**config.mk**
```make
export PLATFORM = sky130hd
export DESIGN_NAME = l2_tile_sequencer_flat
export DESIGN_NICKNAME = d
export VERILOG_FILES = /design/src/rtl/l2_tile_sequencer_if.sv /design/src/rtl/l2_tile_sequencer.sv /design/src/flat_wrapper.sv
export SDC_FILE = /design/constraint.sdc
export NUM_CORES = 1
export LEC_CHECK = 0
export CAP_MARGIN = 20
export CORE_ASPECT_RATIO = 1.2
export CORE_MARGIN = 2
export CORE_UTILIZATION = 50
export DETAILED_ROUTE_END_ITERATION = 10
export PLACE_DENSITY = 0.79
export SYNTH_ARGS = -nofsm -noshare
export SYNTH_HDL_FRONTEND = slang
export SYNTH_SLANG_ARGS = --single-unit
```
**constraint.sdc**
```tcl
create_clock -name clk -period 3.8 [get_ports clk]
set_input_delay 1.14 -clock clk [delete_from_list [all_inputs] [get_ports clk]]
set_output_delay 1.14 -clock clk [all_outputs]
set_load 0.01 [all_outputs]
```
**src/rtl/l2_tile_sequencer_if.sv**
```systemverilog
// Sequencer-to-datapath bundle: pass control in, BRAM/ROM addressing and strobes out.
// Pure wiring; no storage or latency of its own.
// The sequencer side drives everything except start/stall, which come from the controller.
interface l2_tile_sequencer_if #(
   parameter int ADDR_W = 10
) ();
   logic              start;
   logic              stall;
   logic              busy;
   logic              done;
   logic [ADDR_W-1:0] bram_addr;
   logic [2:0]        lane_sel;
   logic [3:0]        w2_addr;
   logic [2:0]        w3_addr;
   logic              sel_conv3;
   logic              padding;
   logic              acc_clear;
   logic              load;
   logic [ADDR_W-1:0] out_addr;
   logic              skip_we;
   logic [ADDR_W-1:0] skip_addr;

   // Sequencer side.
   modport master (
      input  start, stall,
      output busy, done, bram_addr, lane_sel, w2_addr, w3_addr, sel_conv3,
             padding, acc_clear, load, out_addr, skip_we, skip_addr
   );

   // Controller / datapath side.
   modport slave (
      output start, stall,
      input  busy, done, bram_addr, lane_sel, w2_addr, w3_addr, sel_conv3,
             padding, acc_clear, load, out_addr, skip_we, skip_addr
   );
endinterface

```
**src/rtl/l2_tile_sequencer.sv**
```systemverilog
// Layer-2 tile sequencer: walks every output pixel through 16 conv2 steps, 8 conv3 steps and a load.
// Latency: first conv2 step is visible the cycle after start is taken; 25 cycles/pixel, done one cycle after the last load.
// Backpressure: stall freezes state/counters/addresses and suppresses load, skip_we, acc_clear and done for that cycle.
module l2_tile_sequencer #(
   parameter int IMG_W  = 16,
   parameter int IMG_H  = 16,
   parameter int ADDR_W = 10
) (
   input  logic                 clk,
   input  logic                 rst,
   l2_tile_sequencer_if.master  bus
);

   typedef enum logic [2:0] {
      S_IDLE  = 3'd0,
      S_CONV2 = 3'd1,
      S_CONV3 = 3'd2,
      S_LOAD  = 3'd3,
      S_DONE  = 3'd4
   } state_t;

   localparam logic [ADDR_W-1:0] W_A    = ADDR_W'(IMG_W);
   localparam logic [ADDR_W-1:0] HALF_W = ADDR_W'(IMG_W / 2);
   localparam logic [ADDR_W-1:0] LAST_X = ADDR_W'(IMG_W - 1);
   localparam logic [ADDR_W-1:0] LAST_Y = ADDR_W'(IMG_H - 1);
   localparam logic [ADDR_W-1:0] ONE_A  = ADDR_W'(1);
   localparam logic [3:0]        K2_END = 4'd15;
   localparam logic [3:0]        K3_END = 4'd7;

   state_t            state_q, state_d;
   logic [3:0]        k_q, k_d;
   logic [ADDR_W-1:0] x_q, x_d;
   logic [ADDR_W-1:0] y_q, y_d;

   // Address arithmetic is a pure function of the registered pixel position,
   // so neither start nor stall can reach any address output.
   logic [ADDR_W-1:0] pix_addr;
   logic [ADDR_W-1:0] above_addr;
   logic [ADDR_W-1:0] skip_pix;

   assign pix_addr   = (y_q * W_A) + x_q;
   // Only consumed when y>0, so the subtraction never underflows.
   assign above_addr = pix_addr - W_A;
   // Skip buffer is half-width: two horizontally adjacent pixels share a slot.
   assign skip_pix   = (y_q * HALF_W) + (x_q >> 1);

   // State, step counter and pixel position registers; reset returns to an idle, zeroed sequencer.
   always_ff @(posedge clk or posedge rst) begin
      if (rst) begin
         state_q <= S_IDLE;
         k_q     <= '0;
         x_q     <= '0;
         y_q     <= '0;
      end else begin
         state_q <= state_d;
         k_q     <= k_d;
         x_q     <= x_d;
         y_q     <= y_d;
      end
   end

   // Next-state: start is only honoured in IDLE without stall; any other stalled cycle holds everything.
   always_comb begin
      state_d = state_q;
      k_d     = k_q;
      x_d     = x_q;
      y_d     = y_q;
      if (state_q == S_IDLE) begin
         if (bus.start && !bus.stall) begin
            state_d = S_CONV2;
            k_d     = '0;
            x_d     = '0;
            y_d     = '0;
         end
      end else if (!bus.stall) begin
         case (state_q)
            S_CONV2: begin
               if (k_q == K2_END) begin
                  state_d = S_CONV3;
                  k_d     = '0;
               end else begin
                  k_d = k_q + 4'd1;
               end
            end
            S_CONV3: begin
               if (k_q == K3_END) begin
                  state_d = S_LOAD;
                  k_d     = '0;
               end else begin
                  k_d = k_q + 4'd1;
               end
            end
            S_LOAD: begin
               k_d = '0;
               if (x_q == LAST_X) begin
                  x_d = '0;
                  if (y_q == LAST_Y) begin
                     // Last pixel written: park position at zero and signal completion.
                     y_d     = '0;
                     state_d = S_DONE;
                  end else begin
                     y_d     = y_q + ONE_A;
                     state_d = S_CONV2;
                  end
               end else begin
                  x_d     = x_q + ONE_A;
                  state_d = S_CONV2;
               end
            end
            S_DONE: begin
               state_d = S_IDLE;
            end
            default: begin
               state_d = S_IDLE;
            end
         endcase
      end
   end

   // Output decode from registered state; only the four strobes see stall, and only to suppress them.
   always_comb begin
      bus.busy      = (state_q != S_IDLE);
      bus.done      = 1'b0;
      bus.bram_addr = '0;
      bus.lane_sel  = 3'd0;
      bus.w2_addr   = 4'd0;
      bus.w3_addr   = 3'd0;
      bus.sel_conv3 = 1'b0;
      bus.padding   = 1'b0;
      bus.acc_clear = 1'b0;
      bus.load      = 1'b0;
      bus.out_addr  = '0;
      bus.skip_we   = 1'b0;
      bus.skip_addr = '0;
      case (state_q)
         S_CONV2: begin
            bus.w2_addr  = k_q;
            bus.lane_sel = k_q[2:0];
            if (!k_q[3]) begin
               // First half reads the row above; on the top row that row is the zero border.
               if (y_q == '0) begin
                  bus.padding   = 1'b1;
                  bus.bram_addr = '0;
               end else begin
                  bus.bram_addr = above_addr;
               end
            end else begin
               bus.bram_addr = pix_addr;
            end
            bus.acc_clear = (k_q == 4'd0) && !bus.stall;
         end
         S_CONV3: begin
            bus.w3_addr   = k_q[2:0];
            bus.lane_sel  = k_q[2:0];
            bus.sel_conv3 = 1'b1;
            bus.bram_addr = pix_addr;
         end
         S_LOAD: begin
            bus.load      = !bus.stall;
            bus.out_addr  = pix_addr;
            bus.skip_addr = skip_pix;
            // Only even columns land in the half-width skip buffer.
            bus.skip_we   = !bus.stall && !x_q[0];
         end
         S_DONE: begin
            bus.done = !bus.stall;
         end
         default: begin
            bus.busy = 1'b0;
         end
      endcase
   end

endmodule

```
**src/flat_wrapper.sv**
```systemverilog
// flat-port wrapper written by rule: the top's interface ports become plain ports
module l2_tile_sequencer_flat 
#(
   parameter int IMG_W  = 16,
   parameter int IMG_H  = 16,
   parameter int ADDR_W = 10
)
  (clk, rst, bus_start, bus_stall, bus_busy, bus_done, bus_bram_addr, bus_lane_sel, bus_w2_addr, bus_w3_addr, bus_sel_conv3, bus_padding, bus_acc_clear, bus_load, bus_out_addr, bus_skip_we, bus_skip_addr);
  l2_tile_sequencer_if #(.ADDR_W(ADDR_W)) bus_i ();
  input  logic clk;
  input  logic rst;
  input wire logic [$bits(bus_i.start)-1:0] bus_start;
  input wire logic [$bits(bus_i.stall)-1:0] bus_stall;
  output wire logic [$bits(bus_i.busy)-1:0] bus_busy;
  output wire logic [$bits(bus_i.done)-1:0] bus_done;
  output wire logic [$bits(bus_i.bram_addr)-1:0] bus_bram_addr;
  output wire logic [$bits(bus_i.lane_sel)-1:0] bus_lane_sel;
  output wire logic [$bits(bus_i.w2_addr)-1:0] bus_w2_addr;
  output wire logic [$bits(bus_i.w3_addr)-1:0] bus_w3_addr;
  output wire logic [$bits(bus_i.sel_conv3)-1:0] bus_sel_conv3;
  output wire logic [$bits(bus_i.padding)-1:0] bus_padding;
  output wire logic [$bits(bus_i.acc_clear)-1:0] bus_acc_clear;
  output wire logic [$bits(bus_i.load)-1:0] bus_load;
  output wire logic [$bits(bus_i.out_addr)-1:0] bus_out_addr;
  output wire logic [$bits(bus_i.skip_we)-1:0] bus_skip_we;
  output wire logic [$bits(bus_i.skip_addr)-1:0] bus_skip_addr;
  assign bus_i.start = bus_start;
  assign bus_i.stall = bus_stall;
  assign bus_busy = bus_i.busy;
  assign bus_done = bus_i.done;
  assign bus_bram_addr = bus_i.bram_addr;
  assign bus_lane_sel = bus_i.lane_sel;
  assign bus_w2_addr = bus_i.w2_addr;
  assign bus_w3_addr = bus_i.w3_addr;
  assign bus_sel_conv3 = bus_i.sel_conv3;
  assign bus_padding = bus_i.padding;
  assign bus_acc_clear = bus_i.acc_clear;
  assign bus_load = bus_i.load;
  assign bus_out_addr = bus_i.out_addr;
  assign bus_skip_we = bus_i.skip_we;
  assign bus_skip_addr = bus_i.skip_addr;
  l2_tile_sequencer #(.IMG_W(IMG_W), .IMG_H(IMG_H), .ADDR_W(ADDR_W)) u_core (.clk(clk), .rst(rst), .bus(bus_i));
endmodule
```
==> results of run 1 <==
## per-stage QoR
step / instance area [um2] / power [mW] / cells
6_report: 2980 / 2.090 / 402
3_5_place_dp: 2875 / 1.888 / 394
3_3_place_gp: 2875 / 1.866 / 394
4_1_cts: 2972 / 2.090 / 402
5_1_grt: 2980 / 2.261 / 402
2_1_floorplan: 2292 / 1.316 / 289
## cells by family (layout without fill, tap and decap cells)
logic type                 count (synthesis)  count (layout)  synth area share, %
DFF                                       27              27                29.48
and+or+nand+nor                          138             138                31.06
adders and majority gates                 13              13                7.423
muxes                                      3               3                1.310
buffers and inverters                     35              90                7.587
AOI/OAI and AO/OA                         60              60                18.18
xor gates and xnor gates                  13              13                4.967
## critical path: cells and delay by family, from the launching register on
kind | cells | cell delay, ns
buf+inv | 3 | 0.57
compound gates | 3 | 0.52
simple gates | 2 | 0.50
flops | 1 | 0.42
fa+ha+maj | 1 | 0.29
## synthesized netlist by cell type, drive strengths merged (5+ instances only)
cell,count
nor2,40
dfrtp,27
o21ai,26
nand2,24
inv,15
ha,12
buf,11
nor3,11
nand3,10
xnor2,10
clkbuf,9
nor2b,9
and2,6
and3,6
nand2b,6
or2,6
o31ai,5
## worst min-delay path by stage
stage / endpoint / start
after detailed placement: u_core.y_q[9] / u_core.y_q[9]
after global routing: u_core.y_q[9] / u_core.y_q[9]
after global placement: u_core.y_q[9] / u_core.y_q[9]
final: u_core.y_q[9] / u_core.y_q[9]
after CTS: u_core.y_q[9] / u_core.y_q[9]
after floorplan: u_core.y_q[9] / u_core.y_q[9]
## per-layer routing
metal / global-route usage (%) / vias to the layer above / share of wire (%)
met4: 7.083 / 0 / 1.8
met1: 30.18 / 1068 / 43
met2: 41.82 / 59 / 51
li1: - / 1110 / -
met3: 1.862 / 10 / 4.0
met5: 0 / - / 0
## layout make-up
cell class	count	share of cell area [%]
clock buffers	4	1.511
inverters	15	1.889
multi-input cells	227	49.58
flip-flops and latches	27	22.67
well taps	58	2.435
repair buffers	71	21.91
## report_power, final
part,total (mW),internal (mW),switching [mW]
Clock,0.169,0.0754,0.0934
Combinational,1.44,0.721,0.716
Sequential,0.484,0.367,0.117
## repair_timing
| action | in CTS | in global routing |
|---|---|---|
| setup buffers | 4 | 0 |
| pin swaps | 1 | 1 |
| resized for setup | 10 | 7 |
| endpoints found under the setup margin | 8 | 8 |
## flip-flops by register name, summed over array words and instances (netlist names)
signal	cells
u_core.x_q	10
u_core.y_q	10
u_core.k_q	4
u_core.state_q	3
==> impl_results.md, run 1 <==
- CP startpoint: u_core.y_q[1]
- Synth Flop Type: dfrtp_1
- Syn_nets: 306
- Worst r2r dst: u_core.y_q[5]
- Clock root buffer: clkbuf_8
- Highest clock rate: 0.2693 GHz
- Critical path, cell by cell: buf_4 -> ha_1 -> a211oi_2 -> buf_4 -> o21ba_2 -> or2_2 -> and3_1 -> a211o_1 -> dlygate4sd2_1
- Post-DP HPWL: 4.445 mm
- Mean post-synth cell area: 7.931 um2
- Startpoint types: flop
- Vias: 2247
- Post-Synthesis Cells: 289
- Max Cap Violations: 0
- LEAKAGE: 1.276 nW
- Pre-CTS setup slack: 0.08499 ns
- Die X: 65.81 um
- Final Hold Vio Count: 0
- EDFF count, synth: 0
- Pre-antenna DRT Iters: 4
- Pin count of the biggest net entering global routing: 28
- CP endpoint: bus_bram_addr[9]
- Setup tns final: 0 ns
- Final setup viols: 0
- Layout cells sized above 1: 13.95%
- Vias in the first global route: 2138
- DIE HEIGHT: 78.17 um
- Area growth syn-to-layout: 30.02%
- PwrDens: 701.3 mW/mm2
- Global-route wire length before repair: 9.584 mm
- Vias per cell: 5.590
- DR iter-0 viols: 123
- Initial antenna violation count: 0
- Most frequent cells in the layout: 43 x clkdlybuf4s50_1, 39 x nor2_1, 27 x dfrtp_1
- Cell mode on critical path: buf_4
- Average wire per standard cell: 14.16 um
- GRT Overall Usage: 23.61%
- Hold slack: 0.5128 ns
- Netlist cell types: 55
- CTS Buf Count: 3
- Layout fillers: 394
- Diodes inserted: 0
- I/O Pins: 51
- FF-to-FF path depth: 6
- WS Path Type: reg -> out
- RePlAce Congestion: 0.8827
- Final Skew: 0.002802 ns
- Count of input and output buffers: 50
- CTS tree: yes
- Post-synth top area cell: dfrtp_1
- Critical path required time: 2.66 ns
- Period utilisation layout: 97.70%
- Slowest CP cell: dfrtp_1
- Min Tclk post-route: 3.713 ns
- Worst-margin pin slew: 0.5624 ns
- Yosys warns: 0
- Synthesized cell area: 0.002292 mm2
- Post-synthesis sequential area ratio: 29.48%
- Core ar.: 0.004493 mm2
- Nets@finish: 362
- Total congestion overflow: 0
- Worst path max stage delay: 0.42 ns
- Final Core Density: 66.33%
- Number of core rows: 27
- Worst ir drop on vdd: 237.8 uV
- Post-synth ARST share: 100.0%
- Top post-synthesis cells by area: dfrtp_1 29%, ha_1 6.6%, nor2_1 6.4%
- R2r startpoint: u_core.x_q[4]
- RSZ-0062 raised after global routing: no
- Footprint of the multi-input gates: 0.001478 mm2
- Clock Sink Count: 27
- Slew margin rel.: 62.51%
- CP Max Fanout: 5
- Critical path arrival: 2.57 ns
- Clk buf depth: 2
- Reg area: 675.6 um2
- CTS H-tree depth: 1
- Initial Util: 51.02%
- WL final: 5.694 mm
- Hold depth: 1
- Hold WC Path Type: reg -> reg
- Synth Register Bits: 27
- CP Capture Type: output port
- Worst skew pair latency: 0.28 ns
- Yosys top cell area share: 29.48%
- Reg2reg setup slack: 1.36 ns
- Status: complete, no violations
- DIE AREA: 0.005144 mm2
- Routed Antenna Nets: 0
- Worst Slack Setup Final: 0.08722 ns
- DRC errors left: 0
- Final Slew Violations: 0
- Commonest non-fill, non-tap cell in the layout: clkdlybuf4s50_1
- CTS Hold Bufs: 0
- Reg clk slew, reported paths: 0.09 ns
Power figures use the tool's default switching activity.
==> run 2: changes to the inputs <==
--- a/config.mk
+++ b/config.mk
@@ -8,9 +8,9 @@
 export CAP_MARGIN = 20
 export CORE_ASPECT_RATIO = 1.2
 export CORE_MARGIN = 2
-export CORE_UTILIZATION = 50
+export CORE_UTILIZATION = 46
 export DETAILED_ROUTE_END_ITERATION = 10
-export PLACE_DENSITY = 0.79
+export PLACE_DENSITY = 0.77
 export SYNTH_ARGS = -nofsm -noshare
 export SYNTH_HDL_FRONTEND = slang
 export SYNTH_SLANG_ARGS = --single-unit
==> constraint.sdc (replaced) <==
create_clock -name clk -period 3 [get_ports clk]
set_input_delay 0.9 -clock clk [delete_from_list [all_inputs] [get_ports clk]]
set_output_delay 0.9 -clock clk [all_outputs]
set_load 0.01 [all_outputs]
==> run 2 against run 1 <==
Compared with the run above:
- the flow now finishes with violations (setup timing)
- final cell count grew 9.0%
- largest power group unchanged
- count of clock-buffer cells in the layout shrank 1
- worst hold slack gained 0.058 ns
- critical path depth is the same
- highest routed layer unchanged
- first-iteration DRC count grew 31%
==> impl_results.md, run 2 (synthesized netlist as in run 1, its figures left out) <==
- Average wire per standard cell: 14.42 um (was 14.16 um)
- PwrDens: 904.6 mW/mm2 (was 701.3 mW/mm2)
- Final Slew Violations: 0 (unchanged)
- Worst skew pair latency: 0.28 ns (about the same)
- Clock root buffer: clkbuf_8 (unchanged)
- Largest regs: u_core.x_q x10, u_core.y_q x10, u_core.k_q x4 (unchanged)
- DRC errors left: 0 (unchanged)
- Vias: 2371 (was 2247)
- LEAKAGE: 1.536 nW (was 1.276 nW)
- Failing checks: setup timing
- Slew margin rel.: 68.62% (was 62.51%)
- Worst-margin pin slew: 0.4698 ns (was 0.5624 ns)
- CTS Buf Count: 3 (unchanged)
- Top Metal Used: met4 (unchanged)
- Reg clk slew, reported paths: 0.10 ns (was 0.09 ns)
- Slowest CP cell: fa_2 (was dfrtp_1)
- Worst path max stage delay: 0.45 ns (was 0.42 ns)
- Final Skew: 0.006098 ns (was 0.002802 ns)
- Total congestion overflow: 0 (unchanged)
- Highest clock rate: 0.3063 GHz
- RePlAce Congestion: 0.8378 (was 0.8827)
- DIE HEIGHT: 81.33 um (was 78.17 um)
- Worst ir drop on vdd: 314.3 uV (was 237.8 uV)
- Critical path arrival: 2.36 ns (was 2.57 ns)
- CTS Hold Bufs: 0 (unchanged)
- WL final: 6.317 mm (was 5.694 mm)
- Final setup viols: 11 (was 0)
- Count of input and output buffers: 50 (unchanged)
- Area growth syn-to-layout: 43.18% (was 30.02%)
- Diodes inserted: 0 (unchanged)
- Most frequent cells in the layout: 54 x buf_4, 36 x nor2_1, 26 x dfrtp_1 (was 43 x clkdlybuf4s50_1, 39 x nor2_1, 27 x dfrtp_1)
- Hold WC Path Type: reg -> reg (unchanged)
- Startpoint types: flop (unchanged)
- Vias per cell: 5.413 (was 5.590)
- Clk buf depth: 2 (unchanged)
- Period utilisation layout: 108.8%
- Max Cap Violations: 0 (unchanged)
- Critical path, cell by cell: ha_2 -> inv_2 -> fa_2 -> buf_6 -> nor4b_4 -> buf_4 -> and3_1 -> a211o_1 -> buf_2 (was buf_4 -> ha_1 -> a211oi_2 -> buf_4 -> o21ba_2 -> or2_2 -> and3_1 -> a211o_1 -> dlygate4sd2_1)
- DR iter-0 viols: 161 (was 123)
- CP Capture Type: output port (unchanged)
- Initial antenna violation count: 0 (unchanged)
- Initial Util: 47.07% (was 51.02%)
- WS Path Type: reg -> out (unchanged)
- Die X: 68.44 um (was 65.81 um)
- Number of core rows: 28 (was 27)
- CP top delay family: adder cells (was buffers and inverters)
- Wire length on met2: 3.459 mm (was 2.911 mm)
- Final Hold Vio Count: 0 (unchanged)
- Status: complete, but fails checks (was complete, no violations)
- Crit path buffers/inverters: 4 (was 3)
- CTS tree: yes (unchanged)
- Pin count of the biggest net entering global routing: 28 (unchanged)
- Final Core Density: 67.39% (was 66.33%)
- DIE AREA: 0.005566 mm2 (was 0.005144 mm2)
- CTS H-tree depth: 1 (unchanged)
- CP Max Fanout: 3 (was 5)
- Layout cells sized above 1: 29.63% (was 13.95%)
- Hold slack: 0.5709 ns (was 0.5128 ns)
- Worst Slack Setup Final: -0.2648 ns (was 0.08722 ns)
- Pre-antenna DRT Iters: 5 (was 4)
- I/O Pins: 51 (unchanged)
- Routed Antenna Nets: 0 (unchanged)
- WL met3: 181 um (was 229 um)
- Core ar.: 0.004870 mm2 (was 0.004493 mm2)
- Clock Sink Count: 27 (unchanged)
- Met1 Wirelength: 2.590 mm (was 2.450 mm)
- GRT Overall Usage: 23.73% (was 23.61%)
- Critical path required time: 2.10 ns (was 2.66 ns)
- Vias in the first global route: 2199 (was 2138)
- Min Tclk post-route: 3.265 ns
- Commonest non-fill, non-tap cell in the layout: buf_4 (was clkdlybuf4s50_1)
- Global-route wire length before repair: 10.12 mm (was 9.584 mm)
- Nets@finish: 396 (was 362)
- RSZ-0062 raised after global routing: yes (was no)
- Post-DP HPWL: 4.724 mm (was 4.445 mm)
## run 2: layer usage
layer	GRT usage, %	up-vias
met5	0	-
met4	8.000	0
met3	2.909	7
met2	41.83	41
met1	29.23	1149
li1	-	1174
## run 2: final timing paths
check	slack, ns	start	endpoint	depth (start not counted)
max in group asynchronous	1.74	rst	u_core.k_q[3]	3
min in group asynchronous	0.97	rst	u_core.x_q[1]	3
worst max register to register	0.42	u_core.x_q[4]	u_core.y_q[3]	8
worst min-delay path	0.57	u_core.k_q[1]	u_core.k_q[1]	2
worst min register to register	0.57	u_core.k_q[1]	u_core.k_q[1]	2
worst max-delay path	-0.26	u_core.x_q[4]	bus_bram_addr[9]	9
## run 2: final cells by class
cell class,instances,area [um2]
clock inverters,1,5.005
flip-flops and latches,27,676.9
inverters,15,56.30
repair buffers,105,845.8
multi-input cells,227,1582
well taps,60,75.07
clock buffers,3,41.29
fillers,406,1588
## run 2: stage by stage
| step | TNS (ns) | cells | power [mW] | setup slack [ns] | area, um2 |
|---|---|---|---|---|---|
| CTS | -0.8069 | 435 | 2.855 | -0.2236 | 3207 |
| finish | -1.034 | 438 | 2.969 | -0.2648 | 3282 |
| global route | -2.189 | 438 | 3.208 | -0.3424 | 3282 |
| floorplan | 0 | 289 | 1.678 | 0.04583 | 2298 |
| global placement | -2.329 | 427 | 2.538 | -0.3027 | 3117 |
| detailed placement | -3.098 | 427 | 2.585 | -0.3766 | 3117 |
## run 2: where the power goes
part / total [mW] / internal [mW] / switching, mW / leakage [nW]
Clock: 0.218 / 0.0935 / 0.124 / 0.0255
Sequential: 0.595 / 0.467 / 0.129 / 0.350
Combinational: 2.16 / 1.10 / 1.05 / 1.16
## run 2: timing repair
| item | 4_1_cts | 5_1_grt |
|---|---|---|
| resized for setup | 78 | 20 |
| setup buffers | 4 | 3 |
| setup endpoints to repair | 27 | 28 |
| pin swaps | 10 | 5 |
## run 2: worst reg2reg max path, stage by stage, from the launching register on
cell and delay (ns):
dfrtp_1 0.40, buf_4 0.14, buf_4 0.12, buf_4 0.15, or4_4 0.55, o41a_4 0.48, or2_0 0.21, buf_4 0.17
a22o_1 0.24
==> run 3: changes to the inputs <==
--- a/config.mk
+++ b/config.mk
@@ -9,6 +9,7 @@
 export CORE_ASPECT_RATIO = 1.2
 export CORE_MARGIN = 2
 export CORE_UTILIZATION = 46
+export CTS_CLUSTER_DIAMETER = 150
 export DETAILED_ROUTE_END_ITERATION = 10
 export PLACE_DENSITY = 0.77
 export SYNTH_ARGS = -nofsm -noshare
==> results of run 3 <==
Same layout as run 2: the final DEF is identical, and so are final timing and power.
==> RTL change: new RTL, config.mk and constraints of run 2 <==
`IMG_W` is set to 16 in 2 places; all go to 8.
--- a/src/rtl/l2_tile_sequencer.sv
+++ b/src/rtl/l2_tile_sequencer.sv
@@ -2,7 +2,7 @@
 // Latency: first conv2 step is visible the cycle after start is taken; 25 cycles/pixel, done one cycle after the last load.
 // Backpressure: stall freezes state/counters/addresses and suppresses load, skip_we, acc_clear and done for that cycle.
 module l2_tile_sequencer #(
-   parameter int IMG_W  = 16,
+   parameter int IMG_W  = 8,
    parameter int IMG_H  = 16,
    parameter int ADDR_W = 10
 ) (
--- a/src/flat_wrapper.sv
+++ b/src/flat_wrapper.sv
@@ -1,7 +1,7 @@
 // flat-port wrapper written by rule: the top's interface ports become plain ports
 module l2_tile_sequencer_flat 
 #(
-   parameter int IMG_W  = 16,
+   parameter int IMG_W  = 8,
    parameter int IMG_H  = 16,
    parameter int ADDR_W = 10
 )
Formal check against the unedited RTL: no difference found for any inputs over 10 cycles, from zero or initial values and one cycle with rst high; that may be too few to reach the edited logic, so the function may still have changed.
==> RTL change against run 2 <==
  * The run still ends with negative setup slack left
  * Total power decreased by 26%
  * Final area increased by 11%
  * Largest power group unchanged
  * Die area increased by 5.2%
  * Wire length increased by 27%
  * Sequential share of layout area decreased by 2.1 points
  * Area after synthesis increased by 5.5%
  * First-iteration DRC count unchanged
  * Sequential cell count unchanged
  * Highest routed layer unchanged
  * Critical endpoint is now bus_bram_addr[8]
  * Setup slack got worse by 130 ps
  * Via count increased by 18%
==> RTL change: results (changes against run 2) <==
wire length of the first global-routing pass 12800 microns (was 10100 microns); Switching Power 0.000954 W (was 0.00130 W); Setup Slack @ Placement -558 ps (was -377 ps); count of distinct cell types in the synthesized netlist 58 (was 55); Post-Route WL 8010 microns (was 6320 microns); slew at the pin closest to its max-slew limit 751 ps (was 470 ps); Static Leakage 1.74 nW (was 1.54 nW); Setup Skew 9.85 ps (was 6.10 ps); fraction of layout instances using a drive strength above 1 36.0% (was 29.6%); Total Routing Usage GR 26.9% (was 23.7%); filler cell count 384 (was 406); library cell contributing the largest single delay on the critical path sky130_fd_sc_hd__dfrtp_1 (was sky130_fd_sc_hd__fa_2); worst stage delay on the critical path 370 ps (was 450 ps); cells taking the most area after synthesis sky130_fd_sc_hd__dfrtp_1, sky130_fd_sc_hd__ha_1, sky130_fd_sc_hd__o21ai_0 (was sky130_fd_sc_hd__dfrtp_1, sky130_fd_sc_hd__ha_1, sky130_fd_sc_hd__nor2_1); most frequent cells after synthesis sky130_fd_sc_hd__nor2_1, sky130_fd_sc_hd__o21ai_0, sky130_fd_sc_hd__dfrtp_1 (was sky130_fd_sc_hd__nor2_1, sky130_fd_sc_hd__dfrtp_1, sky130_fd_sc_hd__nand2_1); failing checks negative setup slack (unchanged); final count of negative-setup-slack endpoints 15 (was 11); largest vdd supply drop 0.586 mV (was 0.314 mV); DP HPWL 5440 microns (was 4720 microns); synthesis warning total 0 (unchanged); data arrival time of the critical path 2500 ps (was 2360 ps); status finished, violations left (unchanged); Layout Nets 433 (was 396); Vias 2796 (was 2371); total negative setup slack -2800 ps (was -1030 ps); pin count of the biggest net entering global routing 28 (unchanged); post-layout worst setup margin -395 ps (was -265 ps)
## RTL change: changes by cell type after synthesis, moves of 5 or more
cell / delta
sky130_fd_sc_hd__a21oi_1: +8
sky130_fd_sc_hd__a22o_1: +5
sky130_fd_sc_hd__nand4_1: +5
sky130_fd_sc_hd__o21ai_0: +13
sky130_fd_sc_hd__o21ai_1: -8
sky130_fd_sc_hd__xnor2_1: -6
## RTL change: cells by family (layout without fill, tap and decap cells)
family | after synthesis | in the layout | share of synthesized area [%]
buffers and inverters | 33 | 143 | 7.09
flip-flops | 27 | 27 | 28.0
XOR/XNOR | 9 | 9 | 3.26
multiplexers | 3 | 3 | 1.35
AND/OR/NAND/NOR | 135 | 135 | 29.2
AO/OA/AOI/OAI | 83 | 83 | 23.6
adder cells (fa/ha/maj) | 14 | 14 | 7.56
## RTL change: worst paths after layout
path	startpoint	end	slack, ps	cells past startpoint
worst max-delay path	u_core.y_q[0]	bus_bram_addr[8]	-400	10
worst min-delay path	u_core.y_q[8]	u_core.y_q[8]	520	1
min in group asynchronous	rst	u_core.state_q[2]	980	3
worst min register to register	u_core.y_q[8]	u_core.y_q[8]	520	1
worst max register to register	u_core.x_q[3]	u_core.state_q[0]	730	7
max in group asynchronous	rst	u_core.y_q[2]	1740	3
## RTL change: final cells by class
class | instances | area share, %
clock buffer | 4 | 1.23
inverter | 11 | 1.13
multi-input combinational | 244 | 49.0
sequential | 27 | 18.6
tap | 60 | 2.06
timing repair buffer | 128 | 28.0
## RTL change: per-stage QoR
stage | instances | hold WS, ps
2_1_floorplan | 304 | 445
3_3_place_gp | 451 | 466
3_5_place_dp | 451 | 474
4_1_cts | 472 | 522
5_1_grt | 474 | 537
6_report | 474 | 525
## RTL change: what timing repair did
item / CTS / global route
pin swaps: 16 / 9
endpoints found under the setup margin: 35 / 32
setup buffers: 17 / 2
resized for setup: 111 / 36
## RTL change: power by group through the flow
| stage | clock network (W) | registers (W) | logic, W |
|---|---|---|---|
| 3_5_place_dp | 0 | 0.000519 | 0.00122 |
| 2_1_floorplan | 0 | 0.000512 | 0.000664 |
| 4_1_cts | 0.000210 | 0.000515 | 0.00136 |
| 6_report | 0.000214 | 0.000521 | 0.00146 |
| 3_3_place_gp | 0 | 0.000514 | 0.00119 |
| 5_1_grt | 0.000236 | 0.000530 | 0.00158 |
## RTL change: worst max-delay path, delay by kind of cell (launching register included)
kind / cells / cell delay [ps]
DFF: 1 / 370
buffers and inverters: 3 / 330
AOI/OAI and AO/OA: 2 / 290
and+or+nand+nor: 2 / 540
xor gates and xnor gates: 1 / 160
adders and majority gates: 2 / 540
## RTL change: routing by layer
layer  vias up  global-route usage, %  part of all wire, %
li1       1311                      -                    -
met1      1344                   31.3                   39
met2       112                   49.4                   52
met3        29                   2.79                  5.0
met4         0                   11.2                  3.2
met5         -                      0                    0
